### config.mk
export PLATFORM = sky130hd
export DESIGN_NAME = fifo_wr_adapter
export DESIGN_NICKNAME = d
export VERILOG_FILES = /design/src/rtl/fifo_pkg.sv /design/src/rtl/fifo_wr_skid_buf.sv /design/src/rtl/fifo_wr_adapter.sv
export SDC_FILE = /design/constraint.sdc
export NUM_CORES = 1
export LEC_CHECK = 0
export BUFFER_PORTS_ARGS = -buffer_cell sky130_fd_sc_hd__clkbuf_2
export CORE_MARGIN = 2
export CORE_UTILIZATION = 41
export CTS_CLUSTER_DIAMETER = 200
export DETAILED_ROUTE_END_ITERATION = 8
export MAX_ROUTING_LAYER = met4
export PLACE_DENSITY = 0.72
export REMOVE_ABC_BUFFERS = 1
export SLEW_MARGIN = 30
export SYNTH_ARGS = -nofsm -noshare
export SYNTH_HDL_FRONTEND = slang
export SYNTH_SLANG_ARGS = --single-unit
export TNS_END_PERCENT = 10
### constraint.sdc
create_clock -name clk_w -period 4.75 [get_ports clk_w]
set_input_delay 0.2375 -clock clk_w [delete_from_list [all_inputs] [get_ports clk_w]]
set_output_delay 0.2375 -clock clk_w [all_outputs]
set_load 0.03 [all_outputs]
### src/rtl/fifo_pkg.sv
// Shared definitions for the async FIFO write side: drop-filter modes and a
// constant-foldable log2 used to size pointers and occupancy.
package fifo_pkg;

  localparam int DROP_NONE     = 0;
  localparam int DROP_ZERO     = 1;
  localparam int DROP_ZERO_OVF = 2;

  // Ceiling log2; returns 0 for values <= 1.
  function automatic int clog2(input int value);
    int result;
    result = 0;
    for (int i = 0; i < 31; i++) begin
      if ((1 << i) < value) result = i + 1;
    end
    return result;
  endfunction

endpackage

### src/rtl/fifo_wr_skid_buf.sv
// DEPTH-entry flop-based elastic buffer with wrapping read/write pointers and
// an occupancy count. The owner guarantees push only when not full and pop only when not empty.
module fifo_wr_skid_buf
  import fifo_pkg::*;
#(
  parameter  int DW    = 8,
  parameter  int DEPTH = 4,
  localparam int AW    = clog2(DEPTH)
) (
  input  logic          clk_w,
  input  logic          reset_n,
  input  logic          push,
  input  logic [DW-1:0] push_data,
  input  logic          pop,
  output logic [DW-1:0] head_data,
  output logic [AW:0]   level
);

  logic [DW-1:0] mem_q [DEPTH];
  logic [AW-1:0] wr_ptr_q, wr_ptr_d;
  logic [AW-1:0] rd_ptr_q, rd_ptr_d;
  logic [AW:0]   level_q, level_d;

  always_comb begin
    // NOTE: every always_comb output gets a default first so no path can infer a latch.
    wr_ptr_d = wr_ptr_q;
    rd_ptr_d = rd_ptr_q;
    level_d  = level_q;
    if (push) wr_ptr_d = wr_ptr_q + 1'b1;
    if (pop)  rd_ptr_d = rd_ptr_q + 1'b1;
    case ({push, pop})
      2'b10:   level_d = level_q + 1'b1;
      2'b01:   level_d = level_q - 1'b1;
      default: level_d = level_q;
    endcase
  end

  always_ff @(posedge clk_w or negedge reset_n) begin
    if (!reset_n) begin
      wr_ptr_q <= '0;
      rd_ptr_q <= '0;
      level_q  <= '0;
    end else begin
      wr_ptr_q <= wr_ptr_d;
      rd_ptr_q <= rd_ptr_d;
      level_q  <= level_d;
    end
  end

  // NOTE: storage is deliberately not reset; level==0 masks stale contents on head_data.
  always_ff @(posedge clk_w) begin
    if (push) mem_q[wr_ptr_q] <= push_data;
  end

  assign head_data = (level_q != '0) ? mem_q[rd_ptr_q] : '0;
  assign level     = level_q;

endmodule

### src/rtl/fifo_wr_adapter.sv
// Write-side adapter for the async FIFO: valid/ready intake with zero-word
// filtering, elastic buffering against overflow stalls, and saturating debug counters.
module fifo_wr_adapter
  import fifo_pkg::*;
#(
  parameter  int DW        = 8,
  parameter  int DEPTH     = 4,
  parameter  int DROP_MODE = 2,
  parameter  int CNT_W     = 16,
  localparam int AW        = clog2(DEPTH)
) (
  input  logic             clk_w,
  input  logic             reset_n,
  input  logic             in_valid,
  output logic             in_ready,
  input  logic [DW-1:0]    in_data,
  input  logic             overflow,
  output logic             wr_en,
  output logic [DW-1:0]    data_w,
  output logic [AW:0]      level,
  input  logic             cnt_clr,
  output logic [CNT_W-1:0] drop_cnt,
  output logic [CNT_W-1:0] stall_cnt
);

  localparam logic [AW:0] FULL_LEVEL = (AW + 1)'(DEPTH);

  logic             accept;
  logic             drop;
  logic             store;
  logic             stall;
  logic [CNT_W-1:0] drop_cnt_q, drop_cnt_d;
  logic [CNT_W-1:0] stall_cnt_q, stall_cnt_d;

  // in_ready and wr_en depend only on registered occupancy plus overflow gating of the drain.
  assign in_ready = (level != FULL_LEVEL);
  assign accept   = in_valid && in_ready;
  assign drop     = accept && (in_data == '0) &&
                    ((DROP_MODE == DROP_ZERO) || ((DROP_MODE == DROP_ZERO_OVF) && overflow));
  assign store    = accept && !drop;
  assign wr_en    = (level != '0) && !overflow;
  assign stall    = (level != '0) && overflow;

  fifo_wr_skid_buf #(
    .DW    (DW),
    .DEPTH (DEPTH)
  ) u_buf (
    .clk_w     (clk_w),
    .reset_n   (reset_n),
    .push      (store),
    .push_data (in_data),
    .pop       (wr_en),
    .head_data (data_w),
    .level     (level)
  );

  always_comb begin
    drop_cnt_d  = drop_cnt_q;
    stall_cnt_d = stall_cnt_q;
    if (cnt_clr) begin
      drop_cnt_d  = '0;
      stall_cnt_d = '0;
    end else begin
      if (drop && (drop_cnt_q != '1))   drop_cnt_d  = drop_cnt_q + 1'b1;
      if (stall && (stall_cnt_q != '1)) stall_cnt_d = stall_cnt_q + 1'b1;
    end
  end

  always_ff @(posedge clk_w or negedge reset_n) begin
    if (!reset_n) begin
      drop_cnt_q  <= '0;
      stall_cnt_q <= '0;
    end else begin
      drop_cnt_q  <= drop_cnt_d;
      stall_cnt_q <= stall_cnt_d;
    end
  end

  assign drop_cnt  = drop_cnt_q;
  assign stall_cnt = stall_cnt_q;

endmodule

==> results.md <==
* Status: completed
* Worst path buffer plus inverter count at 2
* Register area share after synthesis at 0.5560
* Post-Place Cells at around 430
* Final cell count without fillers at 449
* RSZ-0062 raised after global routing: no
* Footprint of the multi-input gates at approximately 1500 µm²
* Worst R2R Path Depth at 10
* Synth warn at 0
* Via density at 5.160
* Nets at 360
* Final ANT Viol Nets at 0
* Total routed wirelength at 6846 µm
* CP endpoint: u_buf.level[2]$_DFFE_PN0P_
* Num Clock Sinks at 71
* Largest net degree at the start of global routing at 40
* Crit path from: u_buf.level[0]$_DFFE_PN0P_
* Crit path capture type: register
* Synth top area share at 0.2802
* H-tree Lvls at 3
* FFs w/ async S/R, synth at 0.5493
* Port bufs at between 50 and 60
* Syn Inst Count at approximately 280
* N_diodes at 0
* Main combinational cell family by area after synthesis: simple AND/OR/NAND/NOR gates
* Die Y at 96.18 µm
* Pins Over Slew Limit at 0
* Row count at 33
* DP Wirelength at 4700 µm
* Clk pin slew, worst setup/hold paths at 0.07 ns
* R2r setup slk at 2.38 ns
* Resize count post-CTS at 0
* Final Skew at 0.005350 ns
* Hold path start: in_data[6]
* Post-synth EDFFs at 32
* Number of CTS-inserted buffers at 9
* Synth top area cells: dfrtp_1, edfxtp_1, xnor2_1
* CTS Hold Buffers Added at 0
* Area growth syn-to-layout at 17.13%
* Storage element area at 1937 µm²
* CTS Root Cell: clkbuf_8
* Worst r2r dst: u_buf.level[2]$_DFFE_PN0P_
* Die area at just over 9000 µm²
* CP Class: reg2reg
* Drt pass-1 iters at 4
* Routability Congestion at 0.8205
* XOR/XNOR share of the synthesized area at 0.08800
* Leading area contributor after synthesis: dfrtp_1
* Post-synthesis simple-gate area fraction at 0.2374
* Slew of the pin with the lowest slew margin at 0.6859 ns
* Rel. slew slack at 0.5389
* #FFs+latches synth at 71
* Post-Route Utilization at 0.4966
* Period utilization at 0.4990
* Initial cell density of the core at 0.4239
* Worst EP arrival at 2.64 ns
* CP required at 5.02 ns
* First-pass GRT wire length at 11070 µm
* Leak at 0.001611 µW
* Post-CTS setup buffers at 0
* Final WS setup at ~2.4 ns
* Critical path, cell by cell: or3b_2, nand2_1, a31oi_1, inv_1, ha_1, inv_1, fa_1, xor2_1, nor2_1, xor2_1
* Clock Latency Late Sink at 0.35 ns
* TNS Setup at 0 ns
* Vias in the first global route at 2269
* Clock tree buffer depth at 2
* # DRC at 0
* RR Startpoint: u_buf.level[0]$_DFFE_PN0P_
* Post-place setup slack at 2.400 ns
* Final Hold Vio Count at 0
* Top FF cell, synth: dfrtp_1
* Iter 0 DRT Violations at 53
* Mux cell area share after synthesis at 0.05460
* Min Tclk post-route at 2.370 ns
* Worst hold path type: in2reg
* Total grt overflow at 0
* Initial antenna violation count at 0
* Post-synthesis area per instance at 12.53 µm²
* All-Layer GR Usage at 0.1641
* TritonCTS clock tree: yes
* Final setup fails at 0
* Total power at roughly 1900 µW
* Core box area at between 8000 and 9000 µm²
* Adder-cell area share of the yosys netlist at 0.03089
* Max Freq at 421.9 MHz
* DIE WIDTH at a little under 100 µm
* Post-Syn Area at about 3500 µm²
* Wire per inst at 15.25 µm
* Startpoint Class: register
* Crit-path slowest cell: or3b_2
* Via count at 2317
* Synth cell types at 43
* Crit path max fanout at 8
* CP Depth at 10
* Crit path largest cell delay at 0.52 ns
* Fillers at 725
* # IOs at just under 60
* Delay-heaviest family, CP: simple AND/OR/NAND/NOR gates
* Maxcap violations at 0
* Maximum VDD drop at 0.2239 mV
* P per Cell Area at 458.5 nW/µm²
* Post-synthesis compound-gate area fraction at 0.01114
* Ratio of cells with drive above 1 in the final layout at 0.2820
[worst min path at each step]
| stage | end | slack (ns) | cells past startpoint |
|---|---|---|---|
| 2_1_floorplan | drop_cnt[0]$_DFFE_PN0P_ | -0.06 | 0 |
| 3_3_place_gp | stall_cnt[9]$_DFFE_PN0P_ | 0.43 | 1 |
| 3_5_place_dp | stall_cnt[9]$_DFFE_PN0P_ | 0.44 | 1 |
| 4_1_cts | stall_cnt[9]$_DFFE_PN0P_ | 0.06 | 1 |
| 5_1_grt | u_buf.mem_q[3][6]$_DFFE_PP_ | 0.14 | 1 |
| 6_report | u_buf.mem_q[2][6]$_DFFE_PP_ | 0.14 | 1 |
[worst reg2reg max path, cell delays in order (launching register included)]
cell	delay [ns]
dfrtp_1	0.43
or3b_2	0.52
nand2_1	0.09
a31oi_1	0.11
inv_1	0.11
ha_1	0.17
inv_1	0.06
fa_1	0.37
xor2_1	0.15
nor2_1	0.11
xor2_1	0.17
[placed cells by master (no fill, tap or decap), drive strengths merged, types with 2 or more instances in the layout]
cell type and n:
clkinvlp 4, nor4 16, mux4 8, nand3 7
nor3 11, nand4 12, nor3b 3, clkbuf 65
and3 4, xnor2 31, buf 3, dfrtp 39
nand2b 2, nor4b 3, o21ai 3, or2 2
inv 6, ha 7, nor2b 6, clkinv 2
nor2 36, a21oi 2, xor2 4, and2 5
nand2 15, and2b 5, and4 2, edfxtp 32
[registers in the layout, summed over array words and instances, names as in the netlist]
name,flops
u_buf.level,3
drop_cnt,16
u_buf.mem_q,32
stall_cnt,16
u_buf.rd_ptr_q,2
u_buf.wr_ptr_q,2
[synthesized netlist by cell type (2+ instances only)]
master    count
buf_4         2
nor3b_1       2
nor4b_1       2
nor3_2        2
nand4_1      10
inv_1         6
nand2b_1      2
nand4_4       2
a21oi_1       2
mux4_2        8
clkbuf_1      6
nand3_1       6
and2_1        5
ha_1          7
xor2_1        4
and2b_1       5
nand2_1      15
nor4_4        3
xnor2_1      31
nor2_1       36
dfrtp_1      39
nor4_2        2
nor3_1        9
and3_1        4
and4_1        2
nor4_1       11
o21ai_0       3
edfxtp_1     32
nor2b_1       6
[metrics by stage]
step | cell area, µm² | hold WS (ns)
floorplan | 3430 | -0.05809
global placement | 3861 | 0.4280
detailed placement | 3861 | 0.4418
CTS | 4059 | 0.05677
global route | 4080 | 0.1357
finish | 4080 | 0.1354
[kinds of logic after synthesis]
logic type,Yosys count
DFF,71
buffers and inverters,16
xor gates and xnor gates,35
muxes,9
and+or+nand+nor,132
adders and majority gates,8
AOI/OAI and AO/OA,7
[layer usage]
layer,part of all wire,track usage
met1,0.46,0.2149
met2,0.46,0.2390
met3,0.054,0.05012
met4,0.020,0.06429
met5,0,-
[power by group]
group / internal (µW) / total [µW] / switching, µW / leakage [µW]
logic: 222 / 578 / 356 / 0.000703
clock network: 242 / 477 / 235 / 0.0000875
registers: 739 / 816 / 76.9 / 0.000821
[layout make-up]
class / count / share of cell area
Clock inverter: 7 / 0.01809
Sequential cell: 71 / 0.4747
Tap cell: 105 / 0.03220
Inverter: 6 / 0.005520
Timing Repair Buffer: 60 / 0.07666
Multi-Input combinational cell: 191 / 0.3625
Clock buffer: 9 / 0.03036
Note: power is estimated with default switching activity, not from simulation.
